**config.mk**
```make
export PLATFORM = sky130hd
export DESIGN_NAME = debug_snapshot_tx
export DESIGN_NICKNAME = d
export VERILOG_FILES = /design/src/rtl/debug_snapshot_tx_pkg.sv /design/src/rtl/debug_snapshot_tx_reg.sv /design/src/rtl/debug_snapshot_tx.sv
export SDC_FILE = /design/constraint.sdc
export NUM_CORES = 1
export LEC_CHECK = 0
export ABC_CLOCK_PERIOD_IN_PS = 7900
export BUFFER_PORTS_ARGS = -buffer_cell sky130_fd_sc_hd__buf_2
export CAP_MARGIN = 20
export CORE_UTILIZATION = 40
export CTS_CLUSTER_SIZE = 24
export DETAILED_ROUTE_END_ITERATION = 10
export PLACE_DENSITY = 0.68
export SLEW_MARGIN = 20
export SYNTH_ARGS = -nofsm -noshare
export SYNTH_HDL_FRONTEND = slang
export SYNTH_SLANG_ARGS = --single-unit
```
**constraint.sdc**
```tcl
create_clock -name clk_in -period 7.9 [get_ports clk_in]
set_input_delay 1.58 -clock clk_in [delete_from_list [all_inputs] [get_ports clk_in]]
set_output_delay 1.58 -clock clk_in [all_outputs]
set_load 0.01 [all_outputs]
```
**src/rtl/debug_snapshot_tx_pkg.sv**
```systemverilog
// Shared definitions for the debug snapshot transmitter: FSM states,
// frame constants and word positions inside the snapshot.
package debug_snapshot_tx_pkg;

  typedef enum logic [2:0] {
    ST_IDLE   = 3'd0,
    ST_HEADER = 3'd1,
    ST_WORDS  = 3'd2,
    ST_FLAGS  = 3'd3,
    ST_CSUM   = 3'd4
  } state_e;

  localparam logic [7:0] HEADER_BYTE = 8'hA5;
  localparam int         FRAME_LEN   = 35;
  localparam int         SNAP_W      = 32;

  // Word positions inside the snapshot, in transmit order
  localparam logic [2:0] W_CYCLE = 3'd0;
  localparam logic [2:0] W_PC    = 3'd1;
  localparam logic [2:0] W_IFID  = 3'd2;
  localparam logic [2:0] W_RD1   = 3'd3;
  localparam logic [2:0] W_RD2   = 3'd4;
  localparam logic [2:0] W_EXMEM = 3'd5;
  localparam logic [2:0] W_MEMWB = 3'd6;
  localparam logic [2:0] W_WB    = 3'd7;

  // Byte idx of a snapshot word, idx 3 is the MSB
  function automatic logic [7:0] word_byte(input logic [SNAP_W-1:0] w,
                                           input logic [1:0] idx);
    logic [SNAP_W-1:0] sh;
    sh = w >> {idx, 3'b000};
    return sh[7:0];
  endfunction

endpackage

```
**src/rtl/debug_snapshot_tx_reg.sv**
```systemverilog
// Snapshot capture bank plus the free-running cycle counter. A single
// load strobe freezes every pipeline observation and the counter value.
module debug_snapshot_reg
  import debug_snapshot_tx_pkg::*;
#(
  parameter int DATA_W    = 32,
  parameter int NUM_WORDS = 8
) (
  input  logic                              clk_in,
  input  logic                              rst_n,
  input  logic                              load,
  input  logic [DATA_W-1:0]                 snap_pc,
  input  logic [DATA_W-1:0]                 snap_ifid_instr,
  input  logic [DATA_W-1:0]                 snap_idex_rd1,
  input  logic [DATA_W-1:0]                 snap_idex_rd2,
  input  logic [DATA_W-1:0]                 snap_exmem_alu,
  input  logic [DATA_W-1:0]                 snap_memwb_alu,
  input  logic [DATA_W-1:0]                 snap_wb_data,
  input  logic                              snap_stall,
  input  logic                              snap_flush,
  output logic [NUM_WORDS-1:0][DATA_W-1:0]  words,
  output logic [7:0]                        flags
);

  logic [DATA_W-1:0]                cnt_d, cnt_q;
  logic [NUM_WORDS-1:0][DATA_W-1:0] words_d, words_q;
  logic [7:0]                       flags_d, flags_q;

  // Next counter value and snapshot contents on a load
  always_comb begin
    cnt_d   = cnt_q + DATA_W'(1);
    words_d = words_q;
    flags_d = flags_q;
    if (load) begin
      words_d[W_CYCLE] = cnt_q;
      words_d[W_PC]    = snap_pc;
      words_d[W_IFID]  = snap_ifid_instr;
      words_d[W_RD1]   = snap_idex_rd1;
      words_d[W_RD2]   = snap_idex_rd2;
      words_d[W_EXMEM] = snap_exmem_alu;
      words_d[W_MEMWB] = snap_memwb_alu;
      words_d[W_WB]    = snap_wb_data;
      flags_d          = {6'b0, snap_flush, snap_stall};
    end
  end

  // Cycle counter clears on reset and wraps naturally
  always_ff @(posedge clk_in) begin
    if (!rst_n) cnt_q <= '0;
    else        cnt_q <= cnt_d;
  end

  // Snapshot data is only meaningful after a load, so it carries no reset
  always_ff @(posedge clk_in) begin
    words_q <= words_d;
    flags_q <= flags_d;
  end

  assign words = words_q;
  assign flags = flags_q;

endmodule

```
**src/rtl/debug_snapshot_tx.sv**
```systemverilog
// Debug snapshot transmitter: freezes one cycle of pipeline state on
// request and streams it as a checksummed 35-byte frame over valid/ready.
module debug_snapshot_tx
  import debug_snapshot_tx_pkg::*;
#(
  parameter int         DATA_W    = 32,
  parameter logic [7:0] HEADER    = HEADER_BYTE,
  parameter int         NUM_WORDS = 8
) (
  input  logic              clk_in,
  input  logic              Reset,
  input  logic              Dump_Start,
  input  logic [DATA_W-1:0] Snap_PC,
  input  logic [DATA_W-1:0] Snap_IFID_Instr,
  input  logic [DATA_W-1:0] Snap_IDEX_RD1,
  input  logic [DATA_W-1:0] Snap_IDEX_RD2,
  input  logic [DATA_W-1:0] Snap_EXMEM_ALU,
  input  logic [DATA_W-1:0] Snap_MEMWB_ALU,
  input  logic [DATA_W-1:0] Snap_WB_Data,
  input  logic              Snap_Stall,
  input  logic              Snap_Flush,
  output logic [7:0]        Tx_Data,
  output logic              Tx_Valid,
  input  logic              Tx_Ready,
  output logic              Busy,
  output logic              Done
);

  state_e     state_d, state_q;
  logic [2:0] word_idx_d, word_idx_q;
  logic [1:0] byte_idx_d, byte_idx_q;
  logic [7:0] tx_data_d, tx_data_q;
  logic       tx_valid_d, tx_valid_q;
  logic       busy_d, busy_q;
  logic       done_d, done_q;
  logic [7:0] csum_d, csum_q;

  logic                             load;
  logic                             xfer;
  logic [2:0]                       next_word;
  logic [1:0]                       next_byte;
  logic [NUM_WORDS-1:0][DATA_W-1:0] snap_words;
  logic [7:0]                       snap_flags;

  assign load = (state_q == ST_IDLE) && Dump_Start;
  assign xfer = tx_valid_q && Tx_Ready;

  debug_snapshot_reg #(
    .DATA_W    (DATA_W),
    .NUM_WORDS (NUM_WORDS)
  ) u_snap (
    .clk_in          (clk_in),
    .rst_n           (Reset),
    .load            (load),
    .snap_pc         (Snap_PC),
    .snap_ifid_instr (Snap_IFID_Instr),
    .snap_idex_rd1   (Snap_IDEX_RD1),
    .snap_idex_rd2   (Snap_IDEX_RD2),
    .snap_exmem_alu  (Snap_EXMEM_ALU),
    .snap_memwb_alu  (Snap_MEMWB_ALU),
    .snap_wb_data    (Snap_WB_Data),
    .snap_stall      (Snap_Stall),
    .snap_flush      (Snap_Flush),
    .words           (snap_words),
    .flags           (snap_flags)
  );

  // Frame sequencing: the next byte is chosen on each accepted transfer
  always_comb begin
    state_d    = state_q;
    word_idx_d = word_idx_q;
    byte_idx_d = byte_idx_q;
    tx_data_d  = tx_data_q;
    tx_valid_d = tx_valid_q;
    busy_d     = busy_q;
    done_d     = 1'b0;
    csum_d     = csum_q;
    next_word  = word_idx_q + 3'd1;
    next_byte  = byte_idx_q - 2'd1;

    if (xfer) csum_d = csum_q ^ tx_data_q;

    unique case (state_q)
      ST_IDLE: begin
        if (Dump_Start) begin
          state_d    = ST_HEADER;
          tx_data_d  = HEADER;
          tx_valid_d = 1'b1;
          busy_d     = 1'b1;
          csum_d     = 8'h00;
          word_idx_d = W_CYCLE;
          byte_idx_d = 2'd3;
        end
      end
      ST_HEADER: begin
        if (xfer) begin
          state_d   = ST_WORDS;
          tx_data_d = word_byte(snap_words[W_CYCLE], 2'd3);
        end
      end
      ST_WORDS: begin
        if (xfer) begin
          if (byte_idx_q == 2'd0) begin
            if (word_idx_q == W_WB) begin
              state_d   = ST_FLAGS;
              tx_data_d = snap_flags;
            end else begin
              word_idx_d = next_word;
              byte_idx_d = 2'd3;
              tx_data_d  = word_byte(snap_words[next_word], 2'd3);
            end
          end else begin
            byte_idx_d = next_byte;
            tx_data_d  = word_byte(snap_words[word_idx_q], next_byte);
          end
        end
      end
      ST_FLAGS: begin
        if (xfer) begin
          state_d   = ST_CSUM;
          tx_data_d = csum_q ^ tx_data_q;
        end
      end
      ST_CSUM: begin
        if (xfer) begin
          state_d    = ST_IDLE;
          tx_data_d  = 8'h00;
          tx_valid_d = 1'b0;
          busy_d     = 1'b0;
          done_d     = 1'b1;
        end
      end
      default: begin
        state_d    = ST_IDLE;
        tx_valid_d = 1'b0;
        busy_d     = 1'b0;
      end
    endcase
  end

  // FSM and registered outputs; reset aborts any frame in flight
  always_ff @(posedge clk_in) begin
    if (!Reset) begin
      state_q    <= ST_IDLE;
      word_idx_q <= 3'd0;
      byte_idx_q <= 2'd0;
      tx_data_q  <= 8'h00;
      tx_valid_q <= 1'b0;
      busy_q     <= 1'b0;
      done_q     <= 1'b0;
      csum_q     <= 8'h00;
    end else begin
      state_q    <= state_d;
      word_idx_q <= word_idx_d;
      byte_idx_q <= byte_idx_d;
      tx_data_q  <= tx_data_d;
      tx_valid_q <= tx_valid_d;
      busy_q     <= busy_d;
      done_q     <= done_d;
      csum_q     <= csum_d;
    end
  end

  assign Tx_Data  = tx_data_q;
  assign Tx_Valid = tx_valid_q;
  assign Busy     = busy_q;
  assign Done     = done_q;

endmodule

```
==> flow_summary.ini <==
[power]
seqPwrFrac = 0.532
power_density_nw_per_um2 = 234
power.net_switching_w = 0.000823
ir_worst_vdd_uv = 164
power_frac_clock = 0.402
finalPower_w = 0.00370
pwr-share-comb = 0.066
swShare = 0.223
p_int_w = 0.00287
leakagePower_nw = 5.49

[setup_path]
critPathCapture = u_snap.words[7]$_DFFE_PP_
critPathMaxFanout = 98
r2r-end = Tx_Data[7]$_SDFFE_PN0P_
r2r_slack_ns = 4.32
path_cells = buf_2 > nand3b_1 > inv_8 > buf_4
cpPeakStageDelay_ns = 0.92
crit_cells = 4
crit_required_ns = 8.04
startpoint_type = input pin
crit_start = Dump_Start
worst-r2r-cell-count = 7
cp-end-kind = flip-flop
critPathArrivalTime_ns = 3.72
crit_type = in2reg
path_delay_family = buffers and inverters
reg2reg_from = byte_idx_q[0]$_SDFFE_PN0P_
critPathSlowestCell = buf_4
worst-path-buf-inv = 3

[clock_network]
htree_levels = 2
post_cts_buffers = 0
root_buffer = clkbuf_16
hold_buffers = 0
clk_latency_ns = 0.53
cts_resized = 0
cts-buffers-inserted = 35
clk_pin_slew_ns = 0.05
cts_buffer_depth = 3
cts_tree = yes
cts_sinks = 316

[yosys]
synth.distinct_cells = 51
yosys-top-cells-area = edfxtp_1 (59%), mux4_2 (13%), dfxtp_1 (8.8%)
yosysSeqAreaShare = 0.675
synth-main-ff-cell = edfxtp_1
ys_warn_count = 0
async_flop_share = 0
synth_fp_nets = 1042
netlist_area_um2 = 13200
yosysTopAreaCell = edfxtp_1
synthCells = 808
synth_enable_flop_cells = 258
yosysTopAreaCellShare = 0.587
synth_seq_cells = 316
avgSynthCellArea_um2 = 16.3

[floorplanning]
fp.dieW_um = 184
pin_count = 241
die_h_um = 184
core_um2 = 32500
rows = 66
dieArea_um2 = 33700
start_util = 0.406

[place]
placedInstanceArea_um2 = 14700
io_buffers = 240
hpwl_um = 21100
numPlacedInstances = 1449
gp_congestion = 0.837

[sta]
layout_min_cycle_time_ns = 3.58
max_freq_mhz = 279
final.setup.tns_ns = 0
rsz0062_at_grt = false
slew-limit-headroom = 0.293
fin_crit_sh = 0.454
fin_skew_ns = 0.0217
setup_viol = 0
hold_slack_ns = 0.455
drv_slew = 0
hold_violations = 0
max_slew.worst_pin.slew_ns = 1.06

[global_routing]
grt_use_total = 0.180
grt_max_degree = 99
grt_overflow = 0
first_global_vias = 7847
antenna_found_initial = 9
grt_pass1_wl_um = 45200

[drt]
drtIter0Drc = 547
drc_errors = 0
via_per_inst = 5.26
routed_wl_um = 30400
ant_nets = 0
drt-wirelength-per-cell_um = 20.0
firstDrtPassIters = 5
vias = 7991

[layout]
final_cells = 1520
final_layout_size_suffix_gt1_frac = 0.363
area_growth_pct = 19.8
final_common_cell = edfxtp_1
fin_area_um2 = 15800
num-nets-final = 1278
final_cell_mix = edfxtp_1 (258), buf_2 (240), mux4_2 (77)

[outcome]
status = finished, final reports clean

[run]
maxCapViolCount = 0

[min_path]
hp-class = reg2reg
-- routing by layer --
| layer | GRT usage | up-vias | part of all wire |
|---|---|---|---|
| li1 | - | 3675 | - |
| met1 | 0.234 | 3958 | 0.41 |
| met2 | 0.301 | 300 | 0.50 |
| met4 | 0.0673 | 2 | 0.029 |
| met3 | 0.0339 | 56 | 0.062 |
| met5 | 0 | - | 0.00039 |
-- synthesized netlist by cell type (all sizes together) (7+ instances only) --
master    n
nand2b   11
a21oi    20
clkbuf   21
or3       7
mux2     10
xor2     15
o21ai    10
buf      26
nor4      8
dfxtp    58
nor3     14
a221oi    9
nand3    24
mux2i    16
nand4     9
inv       8
nand2    44
o22ai     7
edfxtp  258
xnor2    27
mux4     77
nor2     60
and3      9
-- flip-flops by register name, indices dropped and copies added, names as in the netlist, 2 cells and up --
register and cells:
state_q 3, u_snap.cnt_q 32, u_snap.words 256, u_snap.flags 2
Tx_Data 8, byte_idx_q 2, csum_q 8, word_idx_q 3
-- how the worst min path moves through the flow --
| stage | start | end | slack (ns) | cells after the start |
|---|---|---|---|---|
| 2_1_floorplan | u_snap.cnt_q[8]$_SDFF_PN0_ | u_snap.words[8]$_DFFE_PP_ | 0.41 | 0 |
| 3_3_place_gp | u_snap.cnt_q[31]$_SDFF_PN0_ | u_snap.words[31]$_DFFE_PP_ | 0.43 | 0 |
| 3_5_place_dp | u_snap.cnt_q[31]$_SDFF_PN0_ | u_snap.words[31]$_DFFE_PP_ | 0.44 | 0 |
| 4_1_cts | u_snap.cnt_q[31]$_SDFF_PN0_ | u_snap.words[31]$_DFFE_PP_ | 0.46 | 0 |
| 5_1_grt | u_snap.cnt_q[0]$_SDFF_PN0_ | u_snap.cnt_q[0]$_SDFF_PN0_ | 0.48 | 1 |
| 6_report | u_snap.cnt_q[31]$_SDFF_PN0_ | u_snap.words[31]$_DFFE_PP_ | 0.46 | 0 |
-- layout make-up --
type / instances / area (µm²)
well taps: 442 / 553
multi-input cells: 436 / 3980
fillers: 2852 / 16700
clock buffers: 48 / 935
flip-flops and latches: 316 / 8920
clock inverters: 15 / 114
diodes: 8 / 20.0
inverters: 9 / 41.3
repair buffers: 246 / 1250
-- power groups by stage --
stage	registers, W	logic [W]	clock network [W]
finish	0.00196	0.000245	0.00149
global route	0.00197	0.000266	0.00158
CTS	0.00197	0.000247	0.00152
detailed placement	0.00200	0.000246	0
global placement	0.00199	0.000242	0
floorplan	0.00200	0.000146	0
-- worst reg2reg max path, stage by stage (launching register included) --
cell      delay (ns)
dfxtp_2         0.93
inv_2           0.30
ha_1            1.02
or3b_2          0.59
o22ai_1         0.20
nor3_1          0.08
o211ai_1        0.19
a211oi_1        0.13
-- cell families (layout without fill, tap and decap cells) --
logic type | Yosys count | after routing | synth area share
AOI/OAI and AO/OA | 77 | 77 | 0.0393
xor gates and xnor gates | 42 | 42 | 0.0279
adders and majority gates | 4 | 4 | 0.00379
buffers and inverters | 56 | 318 | 0.0234
DFF | 316 | 316 | 0.675
muxes | 103 | 103 | 0.152
other | 0 | 8 | 0
and+or+nand+nor | 210 | 210 | 0.0785
-- through the flow --
step / utilization / worst slack (ns)
CTS: 0.485 / 4.30
floorplan: - / 0.329
detailed placement: 0.453 / 3.79
global placement: 0.453 / 3.86
global route: 0.486 / 4.09
finish: 0.486 / 4.32
Note: power is estimated with default switching activity, not from simulation.
